[src/rtl/cdb_arbiter.sv]
// cdb_arbiter: shares the two common-data-bus broadcast channels between
// completing functional units. Each requester owns a one-entry holding slot.
// A round-robin scan grants up to two occupied slots per cycle, and the
// channel outputs are registered so they can drive every reservation station
// and the ROB directly.
//
// Optional build macro: CDB_ARB_RTZ_EN (return-to-zero). When it is defined,
// a channel that fired in one cycle sits out the next, so every strobe pulse
// is followed by at least one low cycle.
module cdb_arbiter #(
    parameter int                NUM_REQ  = 4,
    parameter int                DATA_W   = 32,
    parameter int                ROB_W    = 6,
    parameter logic [ROB_W-1:0]  IDLE_ROB = 6'b010000
) (
    input  logic                        clock,
    input  logic                        reset,
    input  logic                        flush,
    input  logic [NUM_REQ-1:0]          req_valid,
    input  logic [NUM_REQ*ROB_W-1:0]    req_robNum,
    input  logic [NUM_REQ*DATA_W-1:0]   req_data,
    output logic [NUM_REQ-1:0]          req_ready,
    output logic                        cdbIscast,
    output logic [DATA_W-1:0]           cdbData,
    output logic [ROB_W-1:0]            cdbRobNum,
    output logic                        cdbIscast2,
    output logic [DATA_W-1:0]           cdbData2,
    output logic [ROB_W-1:0]            cdbRobNum2,
    output logic [3:0]                  pending_count
);

    localparam int              PTR_W     = (NUM_REQ > 1) ? $clog2(NUM_REQ) : 1;
    localparam logic [PTR_W:0]  NUM_REQ_W = (PTR_W+1)'(NUM_REQ);

    // Holding slots: valid bits are control state, payloads are plain data.
    logic [NUM_REQ-1:0]  hold_v_q;
    logic [NUM_REQ-1:0]  hold_v_d;
    logic [ROB_W-1:0]    hold_tag_q  [NUM_REQ];
    logic [ROB_W-1:0]    hold_tag_d  [NUM_REQ];
    logic [DATA_W-1:0]   hold_data_q [NUM_REQ];
    logic [DATA_W-1:0]   hold_data_d [NUM_REQ];

    // Round-robin start point and registered channel outputs.
    logic [PTR_W-1:0]    rr_ptr_q;
    logic [PTR_W-1:0]    rr_ptr_d;
    logic                cdb_iscast_q;
    logic                cdb_iscast_d;
    logic [DATA_W-1:0]   cdb_data_q;
    logic [DATA_W-1:0]   cdb_data_d;
    logic [ROB_W-1:0]    cdb_rob_q;
    logic [ROB_W-1:0]    cdb_rob_d;
    logic                cdb_iscast2_q;
    logic                cdb_iscast2_d;
    logic [DATA_W-1:0]   cdb_data2_q;
    logic [DATA_W-1:0]   cdb_data2_d;
    logic [ROB_W-1:0]    cdb_rob2_q;
    logic [ROB_W-1:0]    cdb_rob2_d;
    logic [3:0]          pending_count_q;
    logic [3:0]          pending_count_d;

    // Arbitration results.
    logic                ch1_elig;
    logic                ch2_elig;
    logic                g1_v;
    logic [PTR_W-1:0]    g1_idx;
    logic                g2_v;
    logic [PTR_W-1:0]    g2_idx;
    logic                first_seen;
    logic                second_seen;
    logic [PTR_W:0]      scan_sum;
    logic [PTR_W-1:0]    scan_idx;
    logic [NUM_REQ-1:0]  grant;
    logic [PTR_W-1:0]    last_idx;
    logic [PTR_W:0]      rr_next;
    logic                fire1;
    logic                fire2;

    // Channel eligibility: with return-to-zero a channel rests after firing.
`ifdef CDB_ARB_RTZ_EN
    always_comb begin
        ch1_elig = !cdb_iscast_q;
        ch2_elig = !cdb_iscast2_q;
    end
`else
    always_comb begin
        ch1_elig = 1'b1;
        ch2_elig = 1'b1;
    end
`endif

    // Round-robin scan from rr_ptr: first occupied slot to channel 1 (or to
    // channel 2 when only it is free), second occupied slot to channel 2.
    always_comb begin
        g1_v        = 1'b0;
        g1_idx      = '0;
        g2_v        = 1'b0;
        g2_idx      = '0;
        first_seen  = 1'b0;
        second_seen = 1'b0;
        scan_sum    = '0;
        scan_idx    = '0;
        for (int k = 0; k < NUM_REQ; k++) begin
            scan_sum = {1'b0, rr_ptr_q} + (PTR_W+1)'(k);
            if (scan_sum >= NUM_REQ_W) begin
                scan_sum = scan_sum - NUM_REQ_W;
            end
            scan_idx = scan_sum[PTR_W-1:0];
            if (hold_v_q[scan_idx]) begin
                if (!first_seen) begin
                    first_seen = 1'b1;
                    if (ch1_elig) begin
                        g1_v   = 1'b1;
                        g1_idx = scan_idx;
                    end else if (ch2_elig) begin
                        g2_v   = 1'b1;
                        g2_idx = scan_idx;
                    end
                end else if (!second_seen) begin
                    second_seen = 1'b1;
                    if (ch1_elig && ch2_elig) begin
                        g2_v   = 1'b1;
                        g2_idx = scan_idx;
                    end
                end
            end
        end
    end

    // Per-slot grant mask and the ready handshake; a slot being drained this
    // cycle can take a new result on the same edge.
    always_comb begin
        grant     = '0;
        req_ready = '0;
        for (int i = 0; i < NUM_REQ; i++) begin
            grant[i]     = (g1_v && (g1_idx == PTR_W'(i))) ||
                           (g2_v && (g2_idx == PTR_W'(i)));
            req_ready[i] = !hold_v_q[i] || grant[i];
        end
    end

    // Pointer moves past the last slot granted; channel 2 is always later in
    // scan order than channel 1. A flush broadcasts nothing, so it holds.
    always_comb begin
        last_idx = g2_v ? g2_idx : g1_idx;
        rr_next  = {1'b0, last_idx} + (PTR_W+1)'(1);
        if (rr_next >= NUM_REQ_W) begin
            rr_next = '0;
        end
        rr_ptr_d = rr_ptr_q;
        if ((g1_v || g2_v) && !flush) begin
            rr_ptr_d = rr_next[PTR_W-1:0];
        end
    end

    // Slot update: a new capture wins over the drain of the old value; a
    // flush empties every slot and drops results offered in that cycle.
    always_comb begin
        hold_v_d    = hold_v_q;
        hold_tag_d  = hold_tag_q;
        hold_data_d = hold_data_q;
        for (int i = 0; i < NUM_REQ; i++) begin
            if (flush) begin
                hold_v_d[i] = 1'b0;
            end else if (req_valid[i] && req_ready[i]) begin
                hold_v_d[i]    = 1'b1;
                hold_tag_d[i]  = req_robNum[i*ROB_W +: ROB_W];
                hold_data_d[i] = req_data[i*DATA_W +: DATA_W];
            end else if (grant[i]) begin
                hold_v_d[i] = 1'b0;
            end
        end
    end

    // Next channel contents: granted slot's payload, or the idle pattern.
    always_comb begin
        fire1         = g1_v && !flush;
        fire2         = g2_v && !flush;
        cdb_iscast_d  = fire1;
        cdb_data_d    = '0;
        cdb_rob_d     = IDLE_ROB;
        cdb_iscast2_d = fire2;
        cdb_data2_d   = '0;
        cdb_rob2_d    = IDLE_ROB;
        if (fire1) begin
            cdb_data_d = hold_data_q[g1_idx];
            cdb_rob_d  = hold_tag_q[g1_idx];
        end
        if (fire2) begin
            cdb_data2_d = hold_data_q[g2_idx];
            cdb_rob2_d  = hold_tag_q[g2_idx];
        end
    end

    // Occupancy after the edge, so the registered count matches hold_v_q.
    always_comb begin
        pending_count_d = '0;
        for (int i = 0; i < NUM_REQ; i++) begin
            pending_count_d = pending_count_d + {3'b000, hold_v_d[i]};
        end
    end

    // Control state and broadcast registers; reset takes priority over flush.
    always_ff @(posedge clock) begin
        if (reset) begin
            hold_v_q        <= '0;
            rr_ptr_q        <= '0;
            cdb_iscast_q    <= 1'b0;
            cdb_data_q      <= '0;
            cdb_rob_q       <= IDLE_ROB;
            cdb_iscast2_q   <= 1'b0;
            cdb_data2_q     <= '0;
            cdb_rob2_q      <= IDLE_ROB;
            pending_count_q <= '0;
        end else begin
            hold_v_q        <= hold_v_d;
            rr_ptr_q        <= rr_ptr_d;
            cdb_iscast_q    <= cdb_iscast_d;
            cdb_data_q      <= cdb_data_d;
            cdb_rob_q       <= cdb_rob_d;
            cdb_iscast2_q   <= cdb_iscast2_d;
            cdb_data2_q     <= cdb_data2_d;
            cdb_rob2_q      <= cdb_rob2_d;
            pending_count_q <= pending_count_d;
        end
    end

    // Slot payloads are only meaningful while their valid bit is set.
    always_ff @(posedge clock) begin
        hold_tag_q  <= hold_tag_d;
        hold_data_q <= hold_data_d;
    end

    assign cdbIscast     = cdb_iscast_q;
    assign cdbData       = cdb_data_q;
    assign cdbRobNum     = cdb_rob_q;
    assign cdbIscast2    = cdb_iscast2_q;
    assign cdbData2      = cdb_data2_q;
    assign cdbRobNum2    = cdb_rob2_q;
    assign pending_count = pending_count_q;

endmodule

[config.mk]
export PLATFORM = sky130hd
export DESIGN_NAME = cdb_arbiter
export DESIGN_NICKNAME = d
export VERILOG_FILES = /design/src/rtl/cdb_arbiter.sv
export SDC_FILE = /design/constraint.sdc
export NUM_CORES = 1
export LEC_CHECK = 0
export BUFFER_PORTS_ARGS = -buffer_cell sky130_fd_sc_hd__buf_2
export CAP_MARGIN = 20
export CORE_ASPECT_RATIO = 2
export CORE_MARGIN = 1.5
export CORE_UTILIZATION = 35
export CTS_BUF_LIST = sky130_fd_sc_hd__clkbuf_2
export DETAILED_ROUTE_END_ITERATION = 6
export HOLD_SLACK_MARGIN = 0.08
export PLACE_DENSITY_LB_ADDON = 0.25
export SYNTH_ARGS = -nofsm -noshare
export SYNTH_HDL_FRONTEND = slang
export SYNTH_SLANG_ARGS = --single-unit
[constraint.sdc]
create_clock -name clock -period 7 [get_ports clock]
set_clock_uncertainty 0.15 [all_clocks]
set_input_delay 1.4 -clock clock [delete_from_list [all_inputs] [get_ports clock]]
set_output_delay 1.4 -clock clock [all_outputs]
set_load 0.01 [all_outputs]
# After elaboration in Yosys (flattened, before gate mapping)

Cells that the tools add are included.

Flip-flop bits (word level): 240
Bits in latches: 0
Memory bits (writable): 0
ROM bits: 0
Input bits: 159
Output and inout bits: 86
Word-level logic and storage cells: 150
Memories kept: 0

Add/subtract/negate cells: 11
$mul: 0
Div/mod/pow operators: 0
Order comparisons: 11
Equal/unequal tests: 6
Shift-type cells: 0
Muxes and demuxes: 63
Bitwise gates (word level): 5
Reduce and logical (&&, ||, !) cells: 37

Operators by type and width:

| cell                                                 | count |
|---|---|
| binary-select mux 32 bit (select 2 bit)              | 2 |
| 2-to-1 mux 32 bit                                    | 4 |
| 2-to-1 mux 2 bit                                     | 21 |
| 2-to-1 mux 1 bit                                     | 26 |
| binary-select mux 6 bit (select 2 bit)               | 2 |
| 2-to-1 mux 6 bit                                     | 4 |
| >= comparator 3 bit (second input constant)          | 6 |
| logical AND 1 bit                                    | 15 |
| < comparator 2 x 3 -> 1 bit (second input constant)  | 4 |
| logical OR 1 bit                                     | 9 |
| binary-select mux 1 bit (select 2 bit)               | 4 |
| == test 2 bit (second input constant)                | 4 |
| AND reduction 2 bit                                  | 4 |
| subtractor 2 x 1 -> 2 bit (second input constant)    | 4 |
| adder 2 x 1 -> 3 bit (second input constant)         | 2 |
| adder 2 x 2 -> 3 bit (second input constant)         | 2 |
| inverter 2 -> 3 bit                                  | 2 |
| logical NOT 1 bit                                    | 5 |
| adder 3 x 1 -> 4 bit                                 | 1 |
| == test 2 x 1 -> 1 bit (second input constant)       | 2 |
| logical NOT 2 bit                                    | 2 |
| OR reduction 2 bit                                   | 2 |
| adder 2 x 1 -> 3 bit                                 | 1 |
| >= comparator 2 x 3 -> 1 bit (second input constant) | 1 |
| 2 further kinds                                      | 4 |

# Longest topological paths before layout

Depth in word-level cells: 23
Mapped depth: 15
Mapped depth without buffers: 12

# Worst setup path after synthesis

No wires, ideal clock.

Kind: register -> register
From: reg rr_ptr_q[1]
To: reg hold_data_q[100] in the netlist's numbering, enable pin
Library setup time: 0.489 ns
Arrival time: 5.087 ns
Required time: 6.361 ns
Setup slack: 1.275 ns
Cell stages (with the launch flop): 10
Buffers on the path: 1
Period minus slack after synthesis: 5.725 ns
Path through: dfxtp_1 -> buf_6 -> mux4_2 -> ha_1 -> nor4bb_1 -> a31oi_1 -> o31ai_1 -> nor3_4 -> a311o_2 -> nor3b_1

Word-level cells in the longest chain between the ends: 19
Elaborated cells on any way between the ends: 56
Classes of those cells: add/sub: 7; order compare: 4; mux: 37; reduce/logical: 8

Ends and longest elaborated chain:

| element                                                       | RTL line | RTL |
|---|---|---|
| from (decl)                                                   | 44       | `logic [PTR_W-1:0] rr_ptr_q;` |
| from (signal assigned)                                        | 216      | `rr_ptr_q <= rr_ptr_d;` |
| branches (longest 15 deep; another with adder 2 x 1 -> 3 bit) | n/a      |  |
| logical OR 1 bit *                                            | 135      | `grant[i] = (g1_v && (g1_idx == PTR_W'(i))) \|\|` |
| logical OR 1 bit *                                            | 137      | `req_ready[i] = !hold_v_q[i] \|\| grant[i];` |
| net req_ready[0]                                              | 22       | `output logic [NUM_REQ-1:0] req_ready,` |
| logical AND 1 bit *                                           | 164      | `end else if (req_valid[i] && req_ready[i]) begin` |
| AND reduction 2 bit (no line) *                               | n/a      |  |
| to (signal assigned)                                          | 230      | `hold_data_q <= hold_data_d;` |
| to (decl)                                                     | 40       | `logic [DATA_W-1:0] hold_data_q [NUM_REQ];` |

Mark *: on every way through the listed nets, which the timed path passes. The select of a mux whose other input is x is not followed.
A chain may end at the register's enable or synchronous reset.

# Worst setup path in the final report

From: reg rr_ptr_q[1]
To: out req_ready[0]

Word-level cells in the longest chain between the ends: 17
Elaborated cells on any way between the ends: 54
Classes of those cells: add/sub: 7; order compare: 4; mux: 37; reduce/logical: 6

Ends and longest elaborated chain:

| element                                                       | RTL line |
|---|---|
| branches (longest 15 deep; another with adder 2 x 1 -> 3 bit) | n/a |
| logical OR 1 bit *                                            | 135 |
| logical OR 1 bit *                                            | 137 |
| to (decl)                                                     | 22 |

Every way passes the cells marked *. The select of a mux whose other input is x is not followed.

==> run_summary.xml <==
<?xml version="1.0" encoding="UTF-8"?>
<metrics>
  <group name="worst_setup_path">
    <metric name="reg2reg_slack" unit="ns">2.30</metric>
    <metric name="cp-end-kind" unit="">output port</metric>
    <metric name="timing.critical_path.fanout_max" unit="">17</metric>
    <metric name="worst_setup_path_start_kind" unit="">flip-flop</metric>
    <metric name="required" unit="ns">5.45</metric>
    <metric name="crit_arrival" unit="ns">4.18</metric>
    <metric name="timing_worst_setup_path_type" unit="">reg -&gt; out</metric>
  </group>
  <group name="die">
    <metric name="die_w" unit="um">120</metric>
    <metric name="start_util" unit="">0.357</metric>
    <metric name="design.portCount" unit="">245</metric>
    <metric name="die_h" unit="um">238</metric>
    <metric name="die_area" unit="sq mm">0.0286</metric>
    <metric name="std_cell_rows" unit="">85</metric>
    <metric name="coreArea" unit="sq mm">0.0270</metric>
  </group>
  <group name="sta">
    <metric name="tns" unit="ns">0</metric>
    <metric name="slew_of_the_pin_with_the_lowest_slew_margin" unit="ns">1.10</metric>
    <metric name="timing.max_slew.rel_slack" unit="">0.267</metric>
    <metric name="finalMaxSlewViolations" unit="">0</metric>
    <metric name="maxClockFrequency" unit="MHz">174</metric>
    <metric name="period_needed" unit="ns">5.73</metric>
    <metric name="hold_slack" unit="ns">0.393</metric>
    <metric name="finalCritPeriodShare" unit="">0.819</metric>
    <metric name="grt_setup_unrepaired" unit="">no</metric>
    <metric name="hold_viol_final" unit="">0</metric>
    <metric name="finalSetupViolCount" unit="">0</metric>
  </group>
  <group name="clocking">
    <metric name="number_of_levels_the_h_tree_was_split_into" unit="">2</metric>
    <metric name="cts_repair_resize_count" unit="">0</metric>
    <metric name="clk_transition_reported_paths" unit="ns">0.11</metric>
    <metric name="cts_root_buf" unit="">clkbuf_2</metric>
    <metric name="ctsHoldBuffers" unit="">0</metric>
    <metric name="tritoncts_clock_tree" unit="">done</metric>
    <metric name="clk-insertion-delay-late" unit="ns">0.86</metric>
    <metric name="cts_made_buffers" unit="">54</metric>
    <metric name="cts.sink_count" unit="">239</metric>
    <metric name="post_cts_repair_timing_setup_buffer_count" unit="">0</metric>
    <metric name="cts.path.max_buffers" unit="">3</metric>
  </group>
  <group name="global_route">
    <metric name="antenna_found_initial" unit="">14</metric>
    <metric name="via_count_of_the_first_global_routing_pass" unit="">7353</metric>
    <metric name="total_global_route_track_usage" unit="">0.193</metric>
    <metric name="grt-ovfl-total" unit="">0</metric>
    <metric name="grt_first_pass_wirelength" unit="um">41100</metric>
    <metric name="largest_net_degree_at_the_start_of_global_routing" unit="">75</metric>
  </group>
  <group name="power_and_ir_drop">
    <metric name="power.share.clock" unit="">0.318</metric>
    <metric name="sequentialPowerShare" unit="">0.546</metric>
    <metric name="total_power" unit="mW">2.94</metric>
    <metric name="power.static_leakage" unit="nW">4.75</metric>
    <metric name="irDropWorstVdd" unit="mV">0.139</metric>
    <metric name="internal_power" unit="mW">2.11</metric>
    <metric name="sw_frac" unit="">0.280</metric>
    <metric name="power_density" unit="mW/mm^2">250</metric>
    <metric name="power.switching" unit="mW">0.822</metric>
    <metric name="power_frac_comb" unit="">0.135</metric>
  </group>
  <group name="synth">
    <metric name="synth_area_in_xor_xnor" unit="">0</metric>
    <metric name="synthesis.area_per_instance" unit="sq um">13.4</metric>
    <metric name="synthesized_nets" unit="">885</metric>
    <metric name="yosys.area_share.adder" unit="">0.00830</metric>
    <metric name="synthesis.yosys.warnings" unit="">0</metric>
    <metric name="multiplexer_area_fraction_after_synthesis" unit="">0.0907</metric>
    <metric name="netlist_top_cells_area" unit="">edfxtp_1, dfxtp_1, mux2i_1</metric>
    <metric name="syn-cell-area" unit="sq mm">0.00964</metric>
    <metric name="yosysSeqAreaShare" unit="">0.654</metric>
    <metric name="netlist.top_cell.by_area" unit="">edfxtp_1</metric>
    <metric name="synth_flop_cell" unit="">edfxtp_1</metric>
    <metric name="synth_simple_gate_area_share" unit="">0.0863</metric>
    <metric name="netlist_instances" unit="">721</metric>
    <metric name="async_flop_share" unit="">0</metric>
    <metric name="synth_cell_types" unit="">54</metric>
    <metric name="number_of_flip_flops_and_latches_in_the_synthesized_netlist" unit="">239</metric>
    <metric name="synth_top_family_by_area" unit="">compound AO/OA/AOI/OAI gates</metric>
    <metric name="synth.top_cell.area_share" unit="">0.473</metric>
    <metric name="synth_enable_flop_cells" unit="">152</metric>
    <metric name="synth_compound_gate_area_share" unit="">0.122</metric>
  </group>
  <group name="finish">
    <metric name="filler_cell_count" unit="">2640</metric>
    <metric name="layout.nets" unit="">1142</metric>
    <metric name="post-route-util" unit="">0.435</metric>
    <metric name="syn2layout_area_growth" unit="%">21.8</metric>
    <metric name="final_design_area_no_fill" unit="sq mm">0.0117</metric>
    <metric name="final_layout_size_suffix_gt1_frac" unit="">0.360</metric>
  </group>
  <group name="route">
    <metric name="via_per_inst" unit="">5.10</metric>
    <metric name="vias" unit="">7064</metric>
    <metric name="top_routing_layer_used" unit="">met5</metric>
    <metric name="wirelength" unit="um">28200</metric>
    <metric name="drc_errors" unit="">0</metric>
    <metric name="met3_length" unit="um">1550</metric>
    <metric name="detailedRoute.firstIterationViolations" unit="">301</metric>
    <metric name="met2RoutedLength" unit="um">15700</metric>
    <metric name="route.detailed.wl_per_inst" unit="um">20.4</metric>
    <metric name="wl_met1" unit="um">9550</metric>
    <metric name="antenna_violating_nets_post_route" unit="">0</metric>
    <metric name="drt-pass1-iter-count" unit="">5</metric>
  </group>
  <group name="status">
    <metric name="outcome" unit="">finished, final reports clean</metric>
  </group>
  <group name="placed_design">
    <metric name="gp_congestion" unit="">0.775</metric>
    <metric name="place_hpwl" unit="um">18300</metric>
    <metric name="numPortBuffers" unit="">243</metric>
    <metric name="dpl-instance-area" unit="sq mm">0.0111</metric>
  </group>
  <group name="hold_path">
    <metric name="worst_hold_path_type" unit="">reg -&gt; reg</metric>
  </group>
  <group name="job">
    <metric name="maxCapViolations" unit="">0</metric>
  </group>
</metrics>
Yosys cell counts, types with 2 or more instances:
cell      count
clkbuf_1     24
o22ai_1      39
o32ai_1       2
or2_2         3
nor4bb_1      2
nor3b_1       7
nor2b_1       6
nand2_1      84
edfxtp_1    152
buf_2        20
dfxtp_1      87
nor4_1        2
nand4_1       3
and2_1       37
buf_6         8
mux2i_1      78
a21oi_1      16
inv_1        10
buf_4         6
a311oi_2      4
ha_1          4
a21o_1        3
nand2b_1      6
a211oi_1     37
mux4_2        2
mux2_2        2
nor2_1       14
o21ai_0       4
a311oi_1     33
o211a_1       2
routing by layer:
layer / vias up / track usage
met3: 75 / 0.0415
met2: 289 / 0.364
met5: - / 0
li1: 3295 / -
met4: 2 / 0.127
met1: 3403 / 0.183
layout by cell type (no fill, tap or decap), drive strengths merged, types with 14 or more instances in the layout:
| master | instances |
|---|---|
| a211oi | 37 |
| a21oi | 16 |
| a311oi | 37 |
| and2 | 37 |
| buf | 259 |
| clkbuf | 78 |
| clkinv | 20 |
| dfxtp | 87 |
| edfxtp | 152 |
| mux2i | 78 |
| nand2 | 84 |
| nor2 | 14 |
| o22ai | 39 |
cell families after synthesis:
logic type,after synthesis
DFF,239
and+or+nand+nor,168
AOI/OAI and AO/OA,155
muxes,83
buffers and inverters,69
adders and majority gates,6
other,1
critical path, cell delays in order, from the launching register on:
cell and delay [ns]:
dfxtp_1 0.73, mux4_2 0.65, ha_1 0.31, mux2i_1 0.10
a221oi_4 0.88, nor2b_1 0.10, a311o_2 0.42, buf_2 0.16
layout make-up:
cell class / instances / area, sq um / share of cell area
Timing Repair Buffer: 259 / 1380 / 0.118
Sequential cell: 239 / 6310 / 0.537
Clock inverter: 24 / 150 / 0.0128
Inverter: 11 / 41.3 / 0.00351
Antenna cell: 13 / 32.5 / 0.00277
Clock buffer: 78 / 390 / 0.0332
Tap cell: 348 / 435 / 0.0371
Multi-Input combinational cell: 413 / 3010 / 0.256
power groups by stage:
stage               logic [mW]  registers [mW]  clock network [mW]
floorplan                0.267            1.63                   0
global placement         0.394            1.63                   0
detailed placement       0.399            1.64                   0
CTS                      0.400            1.60               0.968
global route             0.428            1.61                1.04
finish                   0.397            1.60               0.935
sequential cells by signal, summed over array words and instances, names as in the netlist:
register       cells
hold_v_q           4
cdbRobNum2         6
cdbData2          32
cdbIscast2         1
cdbData           32
cdbRobNum          6
pending_count      3
rr_ptr_q           2
cdbIscast          1
hold_tag_q        24
hold_data_q      128
metrics by stage:
step,instances,setup WS [ns]
floorplan,721,1.27
global placement,1267,2.20
detailed placement,1267,2.16
CTS,1369,1.20
global route,1385,1.00
finish,1385,1.27
final timing paths:
kind                                  start                        to  depth (start not counted)
setup / recovery   rr_ptr_q[1]$_SDFFE_PP0P_              req_ready[0]                          7
hold / removal    hold_data_q[79]$_DFFE_PP_    cdbData[15]$_SDFF_PP0_                          2
setup reg to reg   rr_ptr_q[1]$_SDFFE_PP0P_  rr_ptr_q[1]$_SDFFE_PP0P_                          9
hold reg to reg   hold_data_q[79]$_DFFE_PP_    cdbData[15]$_SDFF_PP0_                          2
Power figures use the tool's default switching activity.
